## config.mk

```make
export PLATFORM = sky130hd
export DESIGN_NAME = led_breathe
export DESIGN_NICKNAME = d
export VERILOG_FILES = /design/src/rtl/led_pkg.sv /design/src/rtl/led_pwm_gen.sv /design/src/rtl/led_breathe.sv
export SDC_FILE = /design/constraint.sdc
export NUM_CORES = 1
export LEC_CHECK = 0
export CAP_MARGIN = 0
export CORE_MARGIN = 4
export CORE_UTILIZATION = 45
export DETAILED_ROUTE_END_ITERATION = 12
export RECOVER_POWER = 25
export SLEW_MARGIN = 10
export SYNTH_ARGS = -nofsm -noshare
export SYNTH_HDL_FRONTEND = slang
export SYNTH_HIERARCHICAL = 1
export SYNTH_SLANG_ARGS = --single-unit
```

## constraint.sdc

```tcl
create_clock -name clk50m -period 4.4 [get_ports clk50m]
set_input_delay 0.88 -clock clk50m [delete_from_list [all_inputs] [get_ports clk50m]]
set_output_delay 0.88 -clock clk50m [all_outputs]
set_load 0.02 [all_outputs]
```

## src/rtl/led_pkg.sv

```systemverilog
// Shared types and defaults for the LED breathing stage.
package led_pkg;

  localparam int unsigned DEFAULT_PWM_BITS    = 8;
  localparam int unsigned DEFAULT_STEP_CYCLES = 49020;

  typedef enum logic [1:0] {
    S_OFF  = 2'd0,
    S_UP   = 2'd1,
    S_ON   = 2'd2,
    S_DOWN = 2'd3
  } breathe_state_t;

  // True in the two states where the level is moving.
  function automatic logic is_ramp(input breathe_state_t s);
    return (s == S_UP) || (s == S_DOWN);
  endfunction

endpackage

```

## src/rtl/led_pwm_gen.sv

```systemverilog
// Free-running PWM counter and comparator driving the registered LED pin.
module led_pwm_gen
  import led_pkg::*;
#(
  parameter int unsigned PWM_BITS = DEFAULT_PWM_BITS
) (
  input  logic                clk50m,
  input  logic                reset_n,
  input  logic                enable,
  input  logic [PWM_BITS-1:0] level,
  output logic                pwm_out
);

  localparam logic [PWM_BITS-1:0] LEVEL_MAX = '1;

  logic [PWM_BITS-1:0] pwm_cnt;
  logic                pwm_c;

  // Full scale is forced solid-on so the top level has no one-cycle dropout.
  assign pwm_c = enable & ((level == LEVEL_MAX) | (pwm_cnt < level));

  always_ff @(posedge clk50m or negedge reset_n) begin
    if (!reset_n) begin
      pwm_cnt <= '0;
      pwm_out <= 1'b0;
    end else begin
      pwm_cnt <= pwm_cnt + PWM_BITS'(1);
      pwm_out <= pwm_c;
    end
  end

endmodule

```

## src/rtl/led_breathe.sv

```systemverilog
// Converts blink-stage toggles into fade-in/fade-out brightness ramps and PWM drive.
module led_breathe
  import led_pkg::*;
#(
  parameter int unsigned PWM_BITS    = DEFAULT_PWM_BITS,
  parameter int unsigned STEP_CYCLES = DEFAULT_STEP_CYCLES
) (
  input  logic                clk50m,
  input  logic                reset_n,
  input  logic                led_in,
  input  logic                enable,
  output logic                pwm_out,
  output logic [PWM_BITS-1:0] level,
  output logic                busy
);

  localparam int unsigned STEP_W = (STEP_CYCLES > 1) ? $clog2(STEP_CYCLES) : 1;
  localparam logic [STEP_W-1:0]   STEP_RELOAD = STEP_W'(STEP_CYCLES - 1);
  localparam logic [PWM_BITS-1:0] LEVEL_MAX   = '1;

  breathe_state_t      state, state_next;
  logic [STEP_W-1:0]   step_cnt, step_next;
  logic [PWM_BITS-1:0] level_next;
  logic                led_q;
  logic                rise_c, fall_c, tick_c;

  assign rise_c = led_in & ~led_q;
  assign fall_c = ~led_in & led_q;
  assign tick_c = (step_cnt == '0);

  always_ff @(posedge clk50m or negedge reset_n) begin
    if (!reset_n) begin
      state    <= S_OFF;
      step_cnt <= STEP_RELOAD;
      level    <= '0;
      led_q    <= 1'b0;
      busy     <= 1'b0;
    end else begin
      state    <= state_next;
      step_cnt <= step_next;
      level    <= level_next;
      led_q    <= led_in;
      busy     <= is_ramp(state_next);
    end
  end

  // Reversal edges win over a same-cycle step tick; the timer reloads on every ramp entry.
  always_comb begin
    state_next = state;
    step_next  = step_cnt;
    level_next = level;
    unique case (state)
      S_OFF: begin
        if (rise_c) begin
          state_next = S_UP;
          step_next  = STEP_RELOAD;
        end
      end
      S_UP: begin
        if (fall_c) begin
          state_next = S_DOWN;
          step_next  = STEP_RELOAD;
        end else if (enable) begin
          if (tick_c) begin
            step_next  = STEP_RELOAD;
            level_next = (level == LEVEL_MAX) ? level : level + PWM_BITS'(1);
            if (level_next == LEVEL_MAX) state_next = S_ON;
          end else begin
            step_next = step_cnt - STEP_W'(1);
          end
        end
      end
      S_ON: begin
        if (fall_c) begin
          state_next = S_DOWN;
          step_next  = STEP_RELOAD;
        end
      end
      S_DOWN: begin
        if (rise_c) begin
          state_next = S_UP;
          step_next  = STEP_RELOAD;
        end else if (enable) begin
          if (tick_c) begin
            step_next  = STEP_RELOAD;
            level_next = (level == '0) ? level : level - PWM_BITS'(1);
            if (level_next == '0) state_next = S_OFF;
          end else begin
            step_next = step_cnt - STEP_W'(1);
          end
        end
      end
      default: state_next = S_OFF;
    endcase
  end

  led_pwm_gen #(
    .PWM_BITS (PWM_BITS)
  ) u_pwm (
    .clk50m  (clk50m),
    .reset_n (reset_n),
    .enable  (enable),
    .level   (level),
    .pwm_out (pwm_out)
  );

endmodule
```

==> results.yml, run 1 <==
routing:
  drc: 0
  wl_per_cell_microns: 16.1
  post_drt_via_cell_ratio: 5.98
  vias: 2273
  drt-total-wl_microns: 6100
  ant_nets: 0
  drt_iter0_drc: 253
  firstDrtPassIters: 4
logic_synthesis:
  synth_area_leaders: "dfrtp_1 (22%), dfstp_2 (13%), ha_1 (5.3%), a21oi_1 (4.5%), nor2_1 (4.2%)"
  seq_area_frac_synth: 0.356
  ys_types: 66
  synth_top_area_frac: 0.223
  netlist.top_cell.by_area: "dfrtp_1"
  synth_area_per_cell_sq_um: 8.56
  synth-main-ff-cell: "dfrtp_1"
  synthTopCellsByCount: "nor2_1 (29), a21oi_1 (23), dfrtp_1 (23)"
  synth_most_common_cell: "nor2_1"
  yosys_warnings: 6
  synthesis.instances: 301
  synth-edff-count: 0
  synth_nets: 316
  synth-seq-cells: 36
  async_flop_share: 1.00
  syn_area_sq_mm: 0.00258
global_route:
  busiest_layer: "met2"
  grt_antenna_before_repair: 0
  grt_usage: 0.180
  use_met1: 0.243
  grt_pass1_vias: 2139
  grt_pass1_wl_microns: 10500
  use_met3: 0.0346
  grt_overflow: 0
  grt_util_met2: 0.300
  grt_max_degree: 37
sta:
  fin_skew_ns: 0.00999
  tns_ns: 0
  maxSlewHeadroom: -0.330
  fmax_ghz: 0.313
  fin_crit_ns: 3.19
  period_share: 0.726
  maxSlewViolCount: 37
  hold_viol: 0
  worst_pin_slew_ns: 1.99
  worst_hold_slack_ns: 0.485
  setup_viol: 0
  rsz0062_at_grt: "false"
hold_path:
  hp-start: "u_pwm/pwm_cnt[0]"
  hp-class: "reg -> reg"
pwr:
  p_switching_mw: 0.382
  power_leakage_nw: 1.07
  ir_drop_mv: 0.180
  p_clk_frac: 0.290
  swShare: 0.366
  combPwrFrac: 0.314
  power.internal_mw: 0.663
  seqPwrFrac: 0.396
  power.density_mw_per_mm2: 374
clocking:
  cts_tree: "yes"
  cts_buffers: 5
  h-tree-depth: 2
  path_clk_slew_ns: 0.08
  clock_path_buffers: 2
  clockRootBuffer: "clkbuf_8"
  cts_hold_buf: 0
  cts_setup_buffers: 0
  clock_latency_ns: 0.30
  cts-resized-gates: 0
  cts.sinks: 36
run_status:
  violations: "max-capacitance violations, max-slew violations"
  status: "complete, but fails checks"
final_layout:
  seq_area_sq_um: 917
  drive_gt1_frac: 0.110
  diodes: 0
  n_fill_cell: 539
  multi_input_area_sq_mm: 0.00147
  postLayoutCellArea_sq_mm: 0.00280
  nNetsFinal: 322
  syn_to_final_growth_pct: 8.54
floorplanning:
  core_region_area_sq_mm: 0.00554
  dieHeight_microns: 83.7
  initial_utilization: 0.465
  fp.dieW_microns: 83.7
  dieArea_sq_mm: 0.00700
  row_count: 27
  ioPinCount: 14
setup_path:
  worstPathArrival_ns: 3.37
  critPathCaptureType: "register"
  cp_max_fo: 12
  crit_path_start_kind: "primary input"
  r2r_slack_ns: 1.44
  startpoint: "enable"
  cp.required_ns: 4.58
  reg2reg_from: "level[0]"
  critical_path_class: "in -> reg"
placement:
  post-dp-hpwl_microns: 4120
  port_buffers: 13
  placed_cell_area_sq_mm: 0.00269
  gp_congestion: 0.848
job:
  max_cap_viol_count: 1
[power by group through the flow]
stage	Sequential, mW	Clock (mW)	Combinational (mW)
floorplan	0.407	0	0.271
global placement	0.419	0	0.329
detailed placement	0.420	0	0.329
CTS	0.414	0.315	0.331
global route	0.423	0.328	0.375
finish	0.414	0.304	0.328
[flip-flops by register name, indices dropped and copies added, names as in the netlist]
name / flops
u_pwm/pwm_cnt: 8
step_cnt: 16
level: 8
led_q: 1
state: 2
u_pwm/pwm_out: 1
[kinds of logic (layout without fill, tap and decap cells)]
| kind of cell | after synthesis | count (layout) | share of synthesized area |
|---|---|---|---|
| muxes | 2 | 2 | 0.00825 |
| buffers and inverters | 37 | 44 | 0.0738 |
| xor gates and xnor gates | 10 | 10 | 0.0340 |
| adders and majority gates | 11 | 11 | 0.0534 |
| DFF | 36 | 36 | 0.356 |
| and+or+nand+nor | 116 | 116 | 0.250 |
| AOI/OAI and AO/OA | 89 | 89 | 0.224 |
[placed cells by master, fill, tap and decap left out, types with 7 or more instances in the layout]
cell type and count:
inv_1 22, nand4_1 8, nor2_1 29, dfrtp_1 23, a31oi_1 10, nor4_1 7
a21oi_1 23, nand2_1 15, nand3_1 18, ha_1 11, o21ai_0 19, clkdlybuf4s50_1 12
nor3_1 9, dfstp_2 13
[layout make-up]
type / instances / share of cell area
Sequential cell: 36 / 0.328
Tap cell: 72 / 0.0322
Clock buffer: 5 / 0.0246
Clock inverter: 3 / 0.0152
Inverter: 22 / 0.0295
Timing Repair Buffer: 14 / 0.0470
Multi-Input combinational cell: 228 / 0.524
[metrics by stage]
step                setup slack (ns)  power (mW)   util  std cells
floorplan                       1.71       0.678      -        301
detailed placement             0.913       0.749  0.486        372
global route                    1.04        1.13  0.505        380
global placement               0.988       0.749  0.486        372
CTS                             1.24        1.06  0.506        380
finish                          1.21        1.05  0.505        380
[critical path, stage by stage]
cell             delay (ns)
clkdlybuf4s50_1        0.68
and4bb_2               0.33
nand4_1                0.38
a211o_2                0.41
or4_1                  0.40
a221o_1                0.30
[layer usage]
layer	routed length, microns	vias up
met2	2920	65
li1	-	1128
met4	44	0
met3	321	6
met5	0	-
met1	2820	1074
[final timing paths]
| check | to | cells past startpoint |
|---|---|---|
| worst max-delay path | state[0] | 6 |
| worst min-delay path | u_pwm/pwm_cnt[0] | 1 |
| worst max register to register | state[0] | 7 |
| worst min register to register | u_pwm/pwm_cnt[0] | 1 |
| max in group asynchronous | step_cnt[7] | 1 |
| min in group asynchronous | level[6] | 1 |
Note: power is estimated with default switching activity, not from simulation.
==> inputs of run 2 (changes only) <==
- PLACE_DENSITY: default -> 0.65
- clock period: 4.4 -> 2.9 ns (I/O delays scaled with it)
==> results.yml, run 2 (synthesis gave the netlist of run 1 again) <==
run_status:
  status: "complete, but fails checks"
  violations: "max-capacitance violations, max-slew violations"
job:
  max_cap_viol_count: 1
setup_path:
  worstPathArrival_ns: 2.74
  crit_cells: 7
  r2r-end: "state[0]"
  r2r_cells: 7
  startpoint: "level[0]"
  cp_cell_sequence: "inv_1 -> ha_1 -> or4b_1 -> nor4_4 -> nor2_1 -> or4_1 -> a221o_1"
  critPathCaptureType: "register"
  crit_path_start_kind: "register"
  crit_path_end: "state[0]"
  cp_max_fo: 6
  crit_family: "simple AND/OR/NAND/NOR gates"
  critical_path_class: "reg -> reg"
  slowest_delay_ns: 0.60
  reg2reg_from: "level[0]"
  r2r_slack_ns: 0.35
  cp_num_buf_inv: 1
  cp.required_ns: 3.08
  cp_slowest_cell: "or4b_1"
routing:
  drt-total-wl_microns: 6250
  drt_iter0_drc: 181
  drc: 0
  firstDrtPassIters: 4
  ant_nets: 0
  post_drt_via_cell_ratio: 5.97
  vias: 2393
  wl_per_cell_microns: 15.6
clocking:
  clockRootBuffer: "clkbuf_8"
  h-tree-depth: 2
  cts_setup_buffers: 0
  cts_buffers: 5
  cts-resized-gates: 0
  clock_path_buffers: 2
  cts.sinks: 36
  cts_tree: "yes"
  clock_latency_ns: 0.29
  path_clk_slew_ns: 0.08
  cts_hold_buf: 0
placement:
  gp_congestion: 0.872
  post-dp-hpwl_microns: 4450
  placed_cell_area_sq_mm: 0.00285
  port_buffers: 13
final_layout:
  final_common_cell: "nor2_1"
  largest_reg_flops: 16
  reg_top3: "step_cnt (16), level (8), u_pwm/pwm_cnt (8)"
  top_register: "step_cnt"
  multi_input_area_sq_mm: 0.00147
  n_fill_cell: 560
  nNetsFinal: 343
  drive_gt1_frac: 0.164
  syn_to_final_growth_pct: 14.5
  seq_area_sq_um: 917
  postLayoutCellArea_sq_mm: 0.00295
  diodes: 0
  final_cell_mix: "nor2_1 (29), a21oi_1 (23), dfrtp_1 (23)"
sta:
  fin_skew_ns: 0.0122
  worst_hold_slack_ns: 0.486
  period_share: 0.881
  rsz0062_at_grt: "false"
  maxSlewViolCount: 37
  fin_crit_ns: 2.55
  maxSlewHeadroom: -0.322
  setup_viol: 0
  tns_ns: 0
  fmax_ghz: 0.392
  worst_pin_slew_ns: 1.98
  hold_viol: 0
global_route:
  grt_usage: 0.183
  grt_antenna_before_repair: 0
  grt_max_degree: 37
  grt_pass1_vias: 2277
  grt_pass1_wl_microns: 10800
  grt_overflow: 0
hold_path:
  worstHoldPathCells: 1
  hp-class: "reg -> reg"
floorplanning:
  dieHeight_microns: 83.7
  initial_utilization: 0.465
  ioPinCount: 14
  dieArea_sq_mm: 0.00700
  fp.dieW_microns: 83.7
  core_region_area_sq_mm: 0.00554
  row_count: 27
pwr:
  ir_drop_mv: 0.380
  power.density_mw_per_mm2: 553
  power_leakage_nw: 1.17
## run 2: per-layer routing
metal  up-vias  wire length [microns]  track usage
met5         -                      0            0
met4         0                     97       0.0658
met3        10                    355       0.0286
met2        86                   2960        0.299
met1      1129                   2830        0.245
li1       1168                      -            -
## run 2: area by class of cell
type | count | area share
Tap cell | 72 | 0.0305
Inverter | 22 | 0.0280
Clock inverter | 3 | 0.0144
Clock buffer | 5 | 0.0233
Sequential cell | 36 | 0.311
Timing Repair Buffer | 35 | 0.0967
Multi-Input combinational cell | 228 | 0.496
## run 2: worst min-delay path by stage
stage / startpoint / end / slack, ns
after global placement: u_pwm/pwm_cnt[0] / u_pwm/pwm_cnt[0] / 0.48
final: u_pwm/pwm_cnt[0] / u_pwm/pwm_cnt[0] / 0.49
after detailed placement: u_pwm/pwm_cnt[7] / u_pwm/pwm_cnt[7] / 0.49
after global routing: u_pwm/pwm_cnt[0] / u_pwm/pwm_cnt[0] / 0.52
after floorplan: reset_n / led_q / 0.28
after CTS: reset_n / level[6] / 0.41
## run 2: power by group
| part | internal (mW) | switching (mW) | total, mW |
|---|---|---|---|
| clock network | 0.255 | 0.198 | 0.453 |
| registers | 0.565 | 0.0643 | 0.629 |
| logic | 0.224 | 0.325 | 0.549 |
## run 2: per-stage QoR
stage          setup WS, ns  power [mW]  cells   util
3_5_place_dp          0.241        1.18    393  0.514
3_3_place_gp          0.262        1.17    393  0.514
6_report              0.346        1.63    401  0.533
5_1_grt               0.244        1.74    401  0.533
2_1_floorplan         0.211        1.03    301      -
4_1_cts               0.351        1.63    401  0.535
